## src/rtl/fetch_if.sv

```systemverilog
// Handshake and memory-side bundle between the fetch sequencer and its environment.
// FETCH_PERF_COUNTERS_EN adds the fetched/stall counter outputs.
interface fetch_if;
    logic        start;
    logic [31:0] program_counter;
    logic [31:0] instruction;
    logic [31:0] instr_out;
    logic [31:0] pc_out;
    logic        instr_valid;
    logic        instr_ready;
    logic        redirect_valid;
    logic [31:0] redirect_pc;
    logic        busy;
    logic        halted;
    logic        fault;
`ifdef FETCH_PERF_COUNTERS_EN
    logic [31:0] fetched_count;
    logic [31:0] stall_count;
`endif

    modport master (
        input  start, instruction, instr_ready, redirect_valid, redirect_pc,
        output program_counter, instr_out, pc_out, instr_valid, busy, halted, fault
`ifdef FETCH_PERF_COUNTERS_EN
        , output fetched_count, stall_count
`endif
    );

    modport slave (
        output start, instruction, instr_ready, redirect_valid, redirect_pc,
        input  program_counter, instr_out, pc_out, instr_valid, busy, halted, fault
`ifdef FETCH_PERF_COUNTERS_EN
        , input fetched_count, stall_count
`endif
    );
endinterface

```

## src/rtl/fetch_sequencer.sv

```systemverilog
// Drives instruction-memory index, buffers fetched words in a prefetch queue and hands them to decode.
// Optional FETCH_PERF_COUNTERS_EN adds push and full-queue stall counters.
module fetch_sequencer #(
    parameter int unsigned IMEM_DEPTH  = 32,
    parameter int unsigned QUEUE_DEPTH = 4,
    parameter logic [31:0] RESET_PC    = 32'd0,
    parameter logic [31:0] HALT_WORD   = 32'hFFFF_FFFF
) (
    input  logic     clk,
    input  logic     rst_n,
    fetch_if.master  bus
);
    localparam int unsigned AW       = (QUEUE_DEPTH > 1) ? $clog2(QUEUE_DEPTH) : 1;
    localparam int unsigned CW       = AW + 1;
    localparam logic [CW-1:0] FULL   = CW'(QUEUE_DEPTH);
    localparam logic [31:0] LAST_PC  = 32'(IMEM_DEPTH - 1);
    localparam logic [31:0] DEPTH_PC = 32'(IMEM_DEPTH);

    typedef enum logic [1:0] {S_IDLE, S_FETCH, S_DRAIN, S_HALT} state_t;

    state_t        r_state, w_state_nx;
    logic [31:0]   r_fetch_pc, w_fetch_pc_nx;
    logic [CW-1:0] r_count, w_count_nx;
    logic [AW-1:0] r_rd_ptr, w_rd_ptr_nx;
    logic [AW-1:0] r_wr_ptr, w_wr_ptr_nx;
    logic          r_fault, w_fault_nx;
    logic [31:0]   r_q_instr [QUEUE_DEPTH];
    logic [31:0]   r_q_pc    [QUEUE_DEPTH];

    logic w_pop, w_push, w_redirect, w_halt_word, w_wr_en, w_clear_perf;

    assign w_pop       = (r_count != '0) & bus.instr_ready;
    assign w_halt_word = (bus.instruction == HALT_WORD);
    assign w_push      = (r_state == S_FETCH) & ((r_count < FULL) | w_pop) & ~w_halt_word;
    assign w_redirect  = bus.redirect_valid & ((r_state == S_FETCH) | (r_state == S_DRAIN));

    // Next-state: redirect overrides every same-cycle push/pop
    always_comb begin
        w_state_nx    = r_state;
        w_fetch_pc_nx = r_fetch_pc;
        w_count_nx    = r_count;
        w_rd_ptr_nx   = r_rd_ptr;
        w_wr_ptr_nx   = r_wr_ptr;
        w_fault_nx    = r_fault;
        w_wr_en       = 1'b0;
        w_clear_perf  = 1'b0;

        if (w_redirect) begin
            w_count_nx  = '0;
            w_rd_ptr_nx = '0;
            w_wr_ptr_nx = '0;
            if (bus.redirect_pc < DEPTH_PC) begin
                w_fetch_pc_nx = bus.redirect_pc;
                w_state_nx    = S_FETCH;
            end else begin
                w_state_nx = S_HALT;
                w_fault_nx = 1'b1;
            end
        end else begin
            unique case (r_state)
                S_IDLE: begin
                    if (bus.start) begin
                        w_state_nx    = S_FETCH;
                        w_fetch_pc_nx = RESET_PC;
                        w_clear_perf  = 1'b1;
                    end
                end
                S_HALT: begin
                    if (bus.start) begin
                        w_state_nx    = S_FETCH;
                        w_fetch_pc_nx = RESET_PC;
                        w_fault_nx    = 1'b0;
                        w_count_nx    = '0;
                        w_rd_ptr_nx   = '0;
                        w_wr_ptr_nx   = '0;
                        w_clear_perf  = 1'b1;
                    end
                end
                S_FETCH: begin
                    if (w_pop) w_rd_ptr_nx = r_rd_ptr + AW'(1);
                    if (w_push) begin
                        w_wr_en       = 1'b1;
                        w_wr_ptr_nx   = r_wr_ptr + AW'(1);
                        w_fetch_pc_nx = r_fetch_pc + 32'd1;
                    end
                    if (w_push && !w_pop)      w_count_nx = r_count + CW'(1);
                    else if (!w_push && w_pop) w_count_nx = r_count - CW'(1);
                    // Last legal index ends the program rather than wrapping to 0
                    if (w_halt_word || (w_push && (r_fetch_pc == LAST_PC))) w_state_nx = S_DRAIN;
                end
                S_DRAIN: begin
                    if (w_pop) begin
                        w_rd_ptr_nx = r_rd_ptr + AW'(1);
                        w_count_nx  = r_count - CW'(1);
                    end
                    if ((r_count == '0) || ((r_count == CW'(1)) && w_pop)) w_state_nx = S_HALT;
                end
                default: ;
            endcase
        end
    end

    // Control registers
    always_ff @(posedge clk or negedge rst_n) begin
        if (!rst_n) begin
            r_state    <= S_IDLE;
            r_fetch_pc <= RESET_PC;
            r_count    <= '0;
            r_rd_ptr   <= '0;
            r_wr_ptr   <= '0;
            r_fault    <= 1'b0;
        end else begin
            r_state    <= w_state_nx;
            r_fetch_pc <= w_fetch_pc_nx;
            r_count    <= w_count_nx;
            r_rd_ptr   <= w_rd_ptr_nx;
            r_wr_ptr   <= w_wr_ptr_nx;
            r_fault    <= w_fault_nx;
        end
    end

    // Queue storage, tagged with the fetch index
    always_ff @(posedge clk or negedge rst_n) begin
        if (!rst_n) begin
            for (int i = 0; i < int'(QUEUE_DEPTH); i++) begin
                r_q_instr[i] <= '0;
                r_q_pc[i]    <= '0;
            end
        end else if (w_wr_en) begin
            r_q_instr[r_wr_ptr] <= bus.instruction;
            r_q_pc[r_wr_ptr]    <= r_fetch_pc;
        end
    end

    assign bus.program_counter = r_fetch_pc;
    assign bus.instr_out       = r_q_instr[r_rd_ptr];
    assign bus.pc_out          = r_q_pc[r_rd_ptr];
    assign bus.instr_valid     = (r_count != '0);
    assign bus.busy            = (r_state == S_FETCH) | (r_state == S_DRAIN);
    assign bus.halted          = (r_state == S_HALT);
    assign bus.fault           = r_fault;

`ifdef FETCH_PERF_COUNTERS_EN
    logic [31:0] r_fetched_count;
    logic [31:0] r_stall_count;
    logic        w_stall;

    assign w_stall = (r_state == S_FETCH) & (r_count == FULL) & ~w_pop;

    always_ff @(posedge clk or negedge rst_n) begin
        if (!rst_n) begin
            r_fetched_count <= '0;
            r_stall_count   <= '0;
        end else if (w_clear_perf) begin
            r_fetched_count <= '0;
            r_stall_count   <= '0;
        end else begin
            if (w_wr_en) r_fetched_count <= r_fetched_count + 32'd1;
            if (w_stall) r_stall_count   <= r_stall_count + 32'd1;
        end
    end

    assign bus.fetched_count = r_fetched_count;
    assign bus.stall_count   = r_stall_count;
`else
    logic w_unused_clear;
    assign w_unused_clear = w_clear_perf;
`endif
endmodule

```

## src/flat_wrapper.sv

```systemverilog
// flat-port wrapper written by rule: the top's interface ports become plain ports
module fetch_sequencer_flat 
#(
    parameter int unsigned IMEM_DEPTH  = 32,
    parameter int unsigned QUEUE_DEPTH = 4,
    parameter logic [31:0] RESET_PC    = 32'd0,
    parameter logic [31:0] HALT_WORD   = 32'hFFFF_FFFF
)
  (clk, rst_n, bus_start, bus_instruction, bus_instr_ready, bus_redirect_valid, bus_redirect_pc, bus_program_counter, bus_instr_out, bus_pc_out, bus_instr_valid, bus_busy, bus_halted, bus_fault);
  fetch_if bus_i ();
  input  logic clk;
  input  logic rst_n;
  input wire logic [$bits(bus_i.start)-1:0] bus_start;
  input wire logic [$bits(bus_i.instruction)-1:0] bus_instruction;
  input wire logic [$bits(bus_i.instr_ready)-1:0] bus_instr_ready;
  input wire logic [$bits(bus_i.redirect_valid)-1:0] bus_redirect_valid;
  input wire logic [$bits(bus_i.redirect_pc)-1:0] bus_redirect_pc;
  output wire logic [$bits(bus_i.program_counter)-1:0] bus_program_counter;
  output wire logic [$bits(bus_i.instr_out)-1:0] bus_instr_out;
  output wire logic [$bits(bus_i.pc_out)-1:0] bus_pc_out;
  output wire logic [$bits(bus_i.instr_valid)-1:0] bus_instr_valid;
  output wire logic [$bits(bus_i.busy)-1:0] bus_busy;
  output wire logic [$bits(bus_i.halted)-1:0] bus_halted;
  output wire logic [$bits(bus_i.fault)-1:0] bus_fault;
  assign bus_i.start = bus_start;
  assign bus_i.instruction = bus_instruction;
  assign bus_i.instr_ready = bus_instr_ready;
  assign bus_i.redirect_valid = bus_redirect_valid;
  assign bus_i.redirect_pc = bus_redirect_pc;
  assign bus_program_counter = bus_i.program_counter;
  assign bus_instr_out = bus_i.instr_out;
  assign bus_pc_out = bus_i.pc_out;
  assign bus_instr_valid = bus_i.instr_valid;
  assign bus_busy = bus_i.busy;
  assign bus_halted = bus_i.halted;
  assign bus_fault = bus_i.fault;
  fetch_sequencer #(.IMEM_DEPTH(IMEM_DEPTH), .QUEUE_DEPTH(QUEUE_DEPTH), .RESET_PC(RESET_PC), .HALT_WORD(HALT_WORD)) u_core (.clk(clk), .rst_n(rst_n), .bus(bus_i));
endmodule
```

## config.mk

```make
export PLATFORM = sky130hd
export DESIGN_NAME = fetch_sequencer_flat
export DESIGN_NICKNAME = d
export VERILOG_FILES = /design/src/rtl/fetch_if.sv /design/src/rtl/fetch_sequencer.sv /design/src/flat_wrapper.sv
export SDC_FILE = /design/constraint.sdc
export NUM_CORES = 1
export LEC_CHECK = 0
export ABC_CLOCK_PERIOD_IN_PS = 6900
export CAP_MARGIN = 20
export CORE_MARGIN = 2
export CORE_UTILIZATION = 48
export DETAILED_ROUTE_END_ITERATION = 10
export PLACE_DENSITY = 0.78
export SYNTH_ARGS = -nofsm -noshare
export SYNTH_HDL_FRONTEND = slang
export SYNTH_SLANG_ARGS = --single-unit
```

## constraint.sdc

```tcl
create_clock -name clk -period 6.9 [get_ports clk]
set_input_delay 1.38 -clock clk [delete_from_list [all_inputs] [get_ports clk]]
set_output_delay 1.38 -clock clk [all_outputs]
set_load 0.02 [all_outputs]
```

==> results of run 1 <==
[kinds of logic (layout without fill, tap and decap cells)]
group | after synthesis | count (layout) | share of synthesized area [%]
multiplexers | 323 | 323 | 31.1
flip-flops | 298 | 298 | 53.2
AND/OR/NAND/NOR | 155 | 155 | 6.27
AO/OA/AOI/OAI | 113 | 113 | 5.14
buffers and inverters | 92 | 253 | 2.88
adder cells (fa/ha/maj) | 15 | 15 | 1.34
XOR/XNOR | 1 | 1 | 0.0625
[layout make-up]
| cell class | instances | area (um2) |
|---|---|---|
| fillers | 2247 | 11700 |
| inverters | 18 | 67.6 |
| multi-input cells | 607 | 6180 |
| repair buffers | 179 | 1780 |
| flip-flops and latches | 298 | 7460 |
| clock buffers | 42 | 866 |
| clock inverters | 14 | 138 |
| well taps | 384 | 480 |
[layer usage]
layer / wire length, um / share of wire [%] / vias to the layer above / GRT usage [%]
met5: 0 / 0 / - / 0
met4: 724 / 2.2 / 0 / 6.25
met3: 1400 / 4.3 / 47 / 2.98
met2: 16400 / 50 / 234 / 36.6
met1: 14100 / 43 / 4755 / 29.8
li1: - / - / 4020 / -
[state kept, by name, summed over array words and instances (netlist names)]
name and count:
u_core.r_q_instr 128, u_core.r_count 3, u_core.bus.fault 1, u_core.r_wr_ptr 2, u_core.r_q_pc 128, u_core.r_state 2
u_core.bus.program_counter 32, u_core.r_rd_ptr 2
[placed cells by master, fill, tap and decap left out, drive strengths merged, types with 3 or more instances in the layout]
cell and count:
a31oi 12, a32oi 4, buf 12, nand2 27, nor2 29, or4 3
nand2b 4, nor3 11, mux4 64, o31ai 8, nor4 18, and2 7
o41ai 4, dfrtp 298, o21ai 50, a21oi 14, nand3 19, inv 18
clkdlybuf4s50 167, mux2 258, clkbuf 42, and3 5, a22oi 5, or3 3
and4 3, nand4 21, ha 15, clkinv 11
[synth_stat cells (2+ instances only)]
cell / instances
mux4_2: 64
nand3_1: 18
or3_1: 3
buf_2: 38
a32oi_1: 4
clkbuf_2: 2
o41ai_1: 4
a221oi_1: 2
nor2_1: 25
nor4_1: 14
or4_1: 2
o21ai_0: 48
mux2_1: 21
o21bai_1: 2
dfrtp_1: 298
mux2_2: 237
nor4_2: 3
nand2_1: 25
nand4_1: 21
a21oi_1: 14
and3_1: 5
nor4b_1: 2
nor3_1: 10
inv_1: 18
clkbuf_1: 28
and4_1: 3
o21ai_1: 2
o31ai_1: 8
ha_1: 15
nor2_2: 4
a31oi_1: 12
buf_4: 2
nand2_2: 2
a211o_1: 2
a22oi_1: 5
nand2b_1: 4
a211oi_1: 2
and2_1: 7
buf_1: 4
[how the worst max path moves through the flow]
| stage | slack [ns] | startpoint | endpoint |
|---|---|---|---|
| floorplan | 3.85 | u_core.r_rd_ptr[0]$_DFFE_PN0P_ | bus_instr_out[10] |
| global placement | 1.72 | bus_redirect_valid | u_core.r_q_pc[98]$_DFFE_PN0P_ |
| detailed placement | 1.58 | bus_redirect_valid | u_core.r_q_instr[123]$_DFFE_PN0P_ |
| CTS | 2.04 | u_core.r_rd_ptr[0]$_DFFE_PN0P_ | bus_pc_out[4] |
| global route | 1.91 | u_core.r_rd_ptr[0]$_DFFE_PN0P_ | bus_instr_out[29] |
| finish | 2.11 | bus_redirect_valid | u_core.r_q_pc[102]$_DFFE_PN0P_ |
[report_power, final]
part           total, mW  leakage, nW  internal [mW]  switching [mW]
clock network       1.63        0.501          0.950           0.678
logic               2.54         2.80           1.32            1.22
registers           2.65         3.82           2.27           0.371
[through the flow]
stage	total power [mW]	util [%]	cell area (um2)	setup slack, ns	hold WS (ns)
after global placement	5.12	55.6	16000	1.72	0.463
final	6.81	59.1	17000	2.11	0.481
after CTS	6.87	59.1	17000	2.04	0.486
after detailed placement	5.21	55.6	16000	1.58	0.472
after floorplan	4.32	-	14000	3.85	0.452
after global routing	7.19	59.1	17000	1.91	0.505
[worst max-delay path, cell delays in order]
cell and delay, ns:
clkdlybuf4s50_1 0.46, and2_1 0.40, nor2_1 0.82, nand3_1 0.54, nor2_4 0.80, buf_4 0.42
mux2_2 0.37
==> impl_metrics.py, run 1 <==
metrics = {
    "timing": {
        "slew_headroom_pct": 28.2,
        "fin_skew_ns": 0.0170,
        "worst_pin_slew_ns": 1.08,
        "tns_ns": 0,
        "finalCritPeriodShare_pct": 69.4,
        "rsz0062_at_grt": "false",
        "max_freq_ghz": 0.209,
        "setup-violations-final": 0,
        "hold_violations": 0,
        "fin_crit_ns": 4.79,
        "slew_violations": 0,
    },
    "grt": {
        "grt_max_degree": 165,
        "grt_pass1_wl_um": 53000,
        "antenna_found_initial": 0,
        "overflow": 0,
        "track_usage_pct": 21.8,
        "grt_pass1_vias": 9472,
    },
    "layout": {
        "syn_to_final_growth_pct": 21.1,
        "final_cells": 1542,
        "antenna_cells": 0,
        "finish.net_count": 1218,
        "drive_above_1_share_pct": 33.2,
    },
    "pwr": {
        "power-per-cell-area_nw_per_um2": 401,
        "peakVddDrop_mv": 0.224,
        "p_leak_nw": 7.13,
    },
    "synth": {
        "synthFlopType": "dfrtp_1",
        "synth_top_area_share_pct": 53.2,
        "syn_area_per_cell_um2": 14.1,
        "syn_inst": 997,
        "synth_top_area_cell": "dfrtp_1",
        "synth-seq-area-share_pct": 53.2,
        "ys_warn_count": 0,
        "synth_area_leaders": "dfrtp_1 53%, mux2_2 19%, mux4_2 10%",
        "ys_types": 56,
        "synth_nets": 1081,
        "ys_ff_latch": 298,
        "syn_area_um2": 14000,
        "postSynth.asyncResetShare_pct": 100,
        "synth_edf_count": 0,
    },
    "clock_network": {
        "clock_sinks": 298,
        "cts_hold_repair.buffers": 0,
        "cts_buffer_depth": 3,
        "cts_made_buffers": 30,
        "htree_levels": 1,
        "cts_root_buffer": "clkbuf_16",
        "post_cts_buffers": 0,
        "cts_tree": "done",
        "clk_latency_ns": 0.56,
        "clk_pin_slew_ns": 0.06,
        "cts_resized": 0,
    },
    "route": {
        "drtPass1Iterations": 5,
        "vias_per_cell": 5.87,
        "drc": 0,
        "ant_nets": 0,
        "drt_iter0_markers": 665,
        "wl_per_cell_um": 21.2,
        "drt-total-wl_um": 32700,
        "dr_total_vias": 9056,
    },
    "run_status": {
        "status": "finished clean",
    },
    "floorplan": {
        "num_rows": 62,
        "die_h_um": 175,
        "initial_core_util_pct": 48.8,
        "dieArea_um2": 30600,
        "die_w_um": 175,
        "core_um2": 28700,
        "io_pins": 169,
    },
    "critical_path": {
        "cp.required_ns": 7.33,
        "worstPathArrival_ns": 5.22,
        "cp-end-kind": "flip-flop",
        "reg2reg_depth": 8,
        "start_kind": "input port",
        "r2r_slack_ns": 2.35,
        "timing.rr.end": "u_core.r_q_pc[102]$_DFFE_PN0P_",
        "crit_path_max_fanout": 26,
        "path_class": "in2reg",
        "reg2reg_from": "u_core.r_state[0]$_DFFE_PN0P_",
    },
    "placement": {
        "place_inst": 1486,
        "dp_hpwl_um": 21300,
        "gp_congestion": 0.807,
        "port_buffers": 168,
    },
    "hold_path": {
        "whs_endpoint": "u_core.r_q_pc[37]$_DFFE_PN0P_",
        "hold_start": "u_core.r_q_pc[37]$_DFFE_PN0P_",
        "min_path_cells": 1,
        "hold_path.class": "reg2reg",
    },
    "flow_run": {
        "maxCapViolCount": 0,
    },
}
(Power assumes the default switching activity.)
==> run 2: changes to the inputs <==
- ABC_CLOCK_PERIOD_IN_PS: 6900 -> 4900
- clock period: 6.9 -> 4.9 ns (I/O delays scaled with it)
==> run 2 against run 1 <==
  * Global-route usage increased by 0.12 points
  * Die area unchanged
  * Sequential share of layout area down 0.69 points
  * Via count grew 0.93%
  * Clock skew decreased by 0.0065 ns
  * Design area is 1.6% higher
  * Hold slack worse by 0.0023 ns
  * Core utilization up 0.94 points
  * Largest cell class unchanged
  * Highest routed layer unchanged
==> impl_metrics.py, run 2 (same netlist as run 1, synthesis figures left out) <==
metrics = {
    "clock_network": {
        "clk_pin_slew_ns": 0.06,
        "cts_made_buffers": 34,
        "cts_buffer_depth": 3,
        "cts_root_buffer": "clkbuf_16",
        "cts_hold_repair.buffers": 0,
        "post_cts_buffers": 0,
        "cts_tree": "done",
        "htree_levels": 2,
        "cts_resized": 0,
        "clk_latency_ns": 0.50,
        "clock_sinks": 298,
    },
    "floorplan": {
        "io_pins": 169,
        "core_um2": 28700,
        "initial_core_util_pct": 48.8,
        "num_rows": 62,
        "die_h_um": 175,
        "dieArea_um2": 30600,
        "die_w_um": 175,
    },
    "critical_path": {
        "cp.required_ns": 5.28,
        "slowest_stage": "nor2_4",
        "path_class": "in2reg",
        "crit_chain": "clkdlybuf4s50_1, nand4_1, nor4_2, nand2_1, nand3_1, nor2_4, buf_4, mux2_2",
        "crit_path_max_fanout": 34,
        "worstPathArrival_ns": 4.26,
        "start_kind": "input port",
        "slowest_delay_ns": 0.97,
        "cp-end-kind": "flip-flop",
    },
    "timing": {
        "slew_headroom_pct": 24.8,
        "hold_violations": 0,
        "hold_ws_ns": 0.479,
        "setup-violations-final": 0,
        "rsz0062_at_grt": "false",
        "slew_violations": 0,
        "finalCritPeriodShare_pct": 79.2,
        "tns_ns": 0,
        "fin_crit_ns": 3.88,
        "max_freq_ghz": 0.258,
        "worst_pin_slew_ns": 1.13,
        "fin_skew_ns": 0.0105,
    },
    "route": {
        "drc": 0,
        "drt-total-wl_um": 33200,
        "wl_per_cell_um": 21.4,
        "drtPass1Iterations": 7,
        "ant_nets": 0,
        "dr_total_vias": 9140,
        "vias_per_cell": 5.90,
        "drt_iter0_markers": 640,
    },
    "layout": {
        "multi_input_area_um2": 6180,
        "layout_commonest_cell": "dfrtp_1",
        "antenna_cells": 0,
        "syn_to_final_growth_pct": 23.1,
        "final_cell_mix": "296 x dfrtp_1, 237 x mux2_2, 167 x clkdlybuf4s50_1, 64 x mux4_2, 48 x o21ai_0",
        "drive_above_1_share_pct": 33.5,
        "seqCellArea_um2": 7460,
        "finish.net_count": 1231,
        "nFillCells": 2208,
    },
    "pwr": {
        "p_leak_nw": 7.24,
        "peakVddDrop_mv": 0.347,
        "power-per-cell-area_nw_per_um2": 575,
    },
    "grt": {
        "track_usage_pct": 21.9,
        "overflow": 0,
        "antenna_found_initial": 1,
        "grt_pass1_wl_um": 53000,
        "grt_max_degree": 133,
        "grt_pass1_vias": 9441,
    },
    "placement": {
        "port_buffers": 168,
        "gp_congestion": 0.809,
        "dp_hpwl_um": 21800,
    },
    "flow_run": {
        "maxCapViolCount": 0,
    },
    "run_status": {
        "status": "finished clean",
    },
    "hold_path": {
        "hold_path.class": "reg2reg",
    },
}
-- run 2: final cells by class --
| type | count | share of cell area (%) |
|---|---|---|
| clock inverter | 6 | 0.639 |
| multi-input combinational | 607 | 35.8 |
| sequential | 298 | 43.3 |
| clock buffer | 49 | 5.98 |
| tap | 384 | 2.79 |
| inverter | 18 | 0.392 |
| timing repair buffer | 188 | 11.1 |
-- run 2: power by group --
part	switching, mW	leakage, nW	internal, mW
logic	1.78	2.87	1.90
registers	0.473	3.82	3.21
clock network	0.955	0.553	1.61
total	3.21	7.24	6.71
-- run 2: worst paths after layout --
path	start	endpoint	slack, ns	cells after the start
worst max-delay path	bus_instruction[1]	u_core.r_q_instr[117]$_DFFE_PN0P_	1.02	8
worst min-delay path	u_core.r_q_pc[57]$_DFFE_PN0P_	u_core.r_q_pc[57]$_DFFE_PN0P_	0.48	1
worst max register to register	u_core.r_state[0]$_DFFE_PN0P_	u_core.r_q_instr[117]$_DFFE_PN0P_	1.08	8
worst min register to register	u_core.r_q_pc[57]$_DFFE_PN0P_	u_core.r_q_pc[57]$_DFFE_PN0P_	0.48	1
max in group asynchronous	rst_n	u_core.r_q_instr[72]$_DFFE_PN0P_	3.15	2
min in group asynchronous	rst_n	u_core.r_q_pc[42]$_DFFE_PN0P_	0.55	1
-- run 2: worst max-delay path, delay by kind of cell --
kind	cells	cell delay [ns]
AND/OR/NAND/NOR	5	1.72
buffers and inverters	2	1.13
multiplexers	1	0.40
-- run 2: layer usage --
layer  GRT usage, %  wire, um
met1           30.4     14700
met2           35.8     16200
met3           3.83      1520
met4           6.04       775
met5              0         0
-- run 2: metrics by stage --
step | setup slack, ns | cells | power [mW] | util [%] | cell area, um2
floorplan | 2.23 | 997 | 6.08 | - | 14000
detailed placement | 0.494 | 1494 | 7.40 | 56.0 | 16100
global placement | 0.521 | 1493 | 7.26 | 55.9 | 16000
CTS | 1.01 | 1549 | 9.98 | 60.0 | 17200
global route | 0.888 | 1550 | 10.4 | 60.1 | 17200
finish | 1.02 | 1550 | 9.92 | 60.1 | 17200
==> run 3: changes to the inputs <==
- ABC_CLOCK_PERIOD_IN_PS: 4900 -> 3930
- clock period: 4.9 -> 3.93 ns (I/O delays scaled with it)
==> run 3 against run 2 <==
  * Sequential power grew 23%
  * Non-clock buffer count is 2 higher
  * Sequential share of layout area down 0.23 points
  * Global-route usage is essentially flat
  * Design area up 0.53%
  * Critical path depth grew 1
  * Clock power grew 27%
  * Via count down 1.6%
  * Sequential cell count did not move
  * Critical path type is now reg2reg
  * Hold slack got worse by 0.19 ns
  * Largest cell class unchanged
==> impl_metrics.py, run 3 (same netlist as run 1, synthesis figures left out) <==
metrics = {
    "grt": {
        "grt_busiest_layer": "met2",
        "grt_max_degree": 90,
        "grt_use_met2_pct": 35.9,
        "track_usage_pct": 21.9,
        "antenna_found_initial": 0,
        "grt_pass1_wl_um": 53300,
        "grt_pass1_vias": 9489,
        "overflow": 0,
        "met1_usage_pct": 30.5,
        "grt_use_met3_pct": 3.44,
    },
    "pwr": {
        "peakVddDrop_mv": 0.431,
        "power-per-cell-area_nw_per_um2": 718,
        "p_leak_nw": 7.29,
    },
    "layout": {
        "multi_input_area_um2": 6180,
        "layout_commonest_cell": "dfrtp_1",
        "drive_above_1_share_pct": 34.0,
        "syn_to_final_growth_pct": 23.7,
        "finish.net_count": 1233,
        "nFillCells": 2220,
        "antenna_cells": 0,
        "final_cells": 1556,
        "final_cell_mix": "296 x dfrtp_1, 237 x mux2_2, 167 x clkdlybuf4s50_1, 64 x mux4_2, 48 x o21ai_0",
        "seqCellArea_um2": 7460,
    },
    "hold_path": {
        "hold_path.class": "in2async",
    },
    "critical_path": {
        "critPathTopFamily": "simple AND/OR/NAND/NOR gates",
        "start_kind": "flip-flop",
        "slowest_stage": "nor2_4",
        "worstPathArrival_ns": 3.61,
        "path_class": "reg2reg",
        "critPathBufInv": 3,
        "crit_cells": 9,
        "slowest_delay_ns": 0.79,
        "reg2reg_depth": 9,
        "crit_path_max_fanout": 28,
        "cp-end-kind": "flip-flop",
        "cp.required_ns": 4.31,
        "crit_path_frequent_cell": "buf_4",
        "crit_chain": "inv_1, ha_1, and2_1, nor2_1, nand3_1, buf_4, nor2_4, buf_4, mux2_2",
    },
    "route": {
        "drt-total-wl_um": 32600,
        "drt_iter0_markers": 506,
        "wl_per_cell_um": 20.9,
        "dr_total_vias": 8997,
        "drc": 0,
        "vias_per_cell": 5.78,
        "drtPass1Iterations": 5,
        "ant_nets": 0,
    },
    "timing": {
        "setup-violations-final": 0,
        "tns_ns": 0,
        "layout_setup_ws_ns": 0.699,
        "rsz0062_at_grt": "false",
        "fin_skew_ns": 0.0130,
        "finalCritPeriodShare_pct": 82.2,
        "worst_pin_slew_ns": 1.05,
        "slew_headroom_pct": 30.0,
        "slew_violations": 0,
        "hold_violations": 0,
        "max_freq_ghz": 0.309,
        "hold_ws_ns": 0.285,
        "fin_crit_ns": 3.23,
    },
    "floorplan": {
        "io_pins": 169,
        "num_rows": 62,
        "die_w_um": 175,
        "die_h_um": 175,
        "initial_core_util_pct": 48.8,
        "dieArea_um2": 30600,
        "core_um2": 28700,
    },
    "clock_network": {
        "htree_levels": 2,
        "cts_made_buffers": 34,
        "cts_resized": 0,
        "clk_latency_ns": 0.50,
        "cts_hold_repair.buffers": 0,
        "post_cts_buffers": 0,
        "cts_root_buffer": "clkbuf_16",
        "clk_pin_slew_ns": 0.06,
        "cts_buffer_depth": 3,
        "clock_sinks": 298,
        "cts_tree": "done",
    },
    "placement": {
        "dp_hpwl_um": 21300,
        "gp_congestion": 0.818,
        "port_buffers": 168,
        "place_inst": 1497,
        "place_ws_ns": 0.219,
    },
    "flow_run": {
        "maxCapViolCount": 0,
    },
    "run_status": {
        "status": "finished clean",
    },
}
-- run 3: layout make-up --
class / count / area share [%]
flip-flops and latches: 298 / 43.0
repair buffers: 190 / 11.4
well taps: 384 / 2.77
multi-input cells: 607 / 35.6
inverters: 18 / 0.390
clock inverters: 7 / 0.505
clock buffers: 52 / 6.24
-- run 3: path summary, 6_finish.rpt --
path,startpoint,end,slack (ns)
setup / recovery,u_core.r_state[0]$_DFFE_PN0P_,u_core.r_q_instr[77]$_DFFE_PN0P_,0.70
hold / removal,rst_n,u_core.r_q_pc[43]$_DFFE_PN0P_,0.28
setup reg to reg,u_core.r_state[0]$_DFFE_PN0P_,u_core.r_q_instr[77]$_DFFE_PN0P_,0.70
hold reg to reg,u_core.r_q_pc[37]$_DFFE_PN0P_,u_core.r_q_pc[37]$_DFFE_PN0P_,0.48
max in group asynchronous,rst_n,u_core.r_q_instr[110]$_DFFE_PN0P_,2.50
min in group clk,u_core.r_q_pc[37]$_DFFE_PN0P_,u_core.r_q_pc[37]$_DFFE_PN0P_,0.48
-- run 3: stage by stage --
stage	power, mW	utilization (%)	cell area (um2)
after floorplan	7.58	-	14000
after global placement	9.10	56.3	16200
after detailed placement	9.26	56.3	16200
after CTS	12.6	60.4	17300
after global routing	13.1	60.4	17300
final	12.4	60.4	17300
-- run 3: report_power, final --
part	internal [mW]	switching [mW]	total, mW
clock network	2.02	1.22	3.24
registers	4.00	0.548	4.54
logic	2.42	2.23	4.65
-- run 3: metal layers --
layer,wire length (um),share of wire [%],up-vias
met4,663,2.0,0
met5,0,0,-
li1,-,-,4044
met3,1290,4.0,45
met1,14600,45,4696
met2,16000,49,212
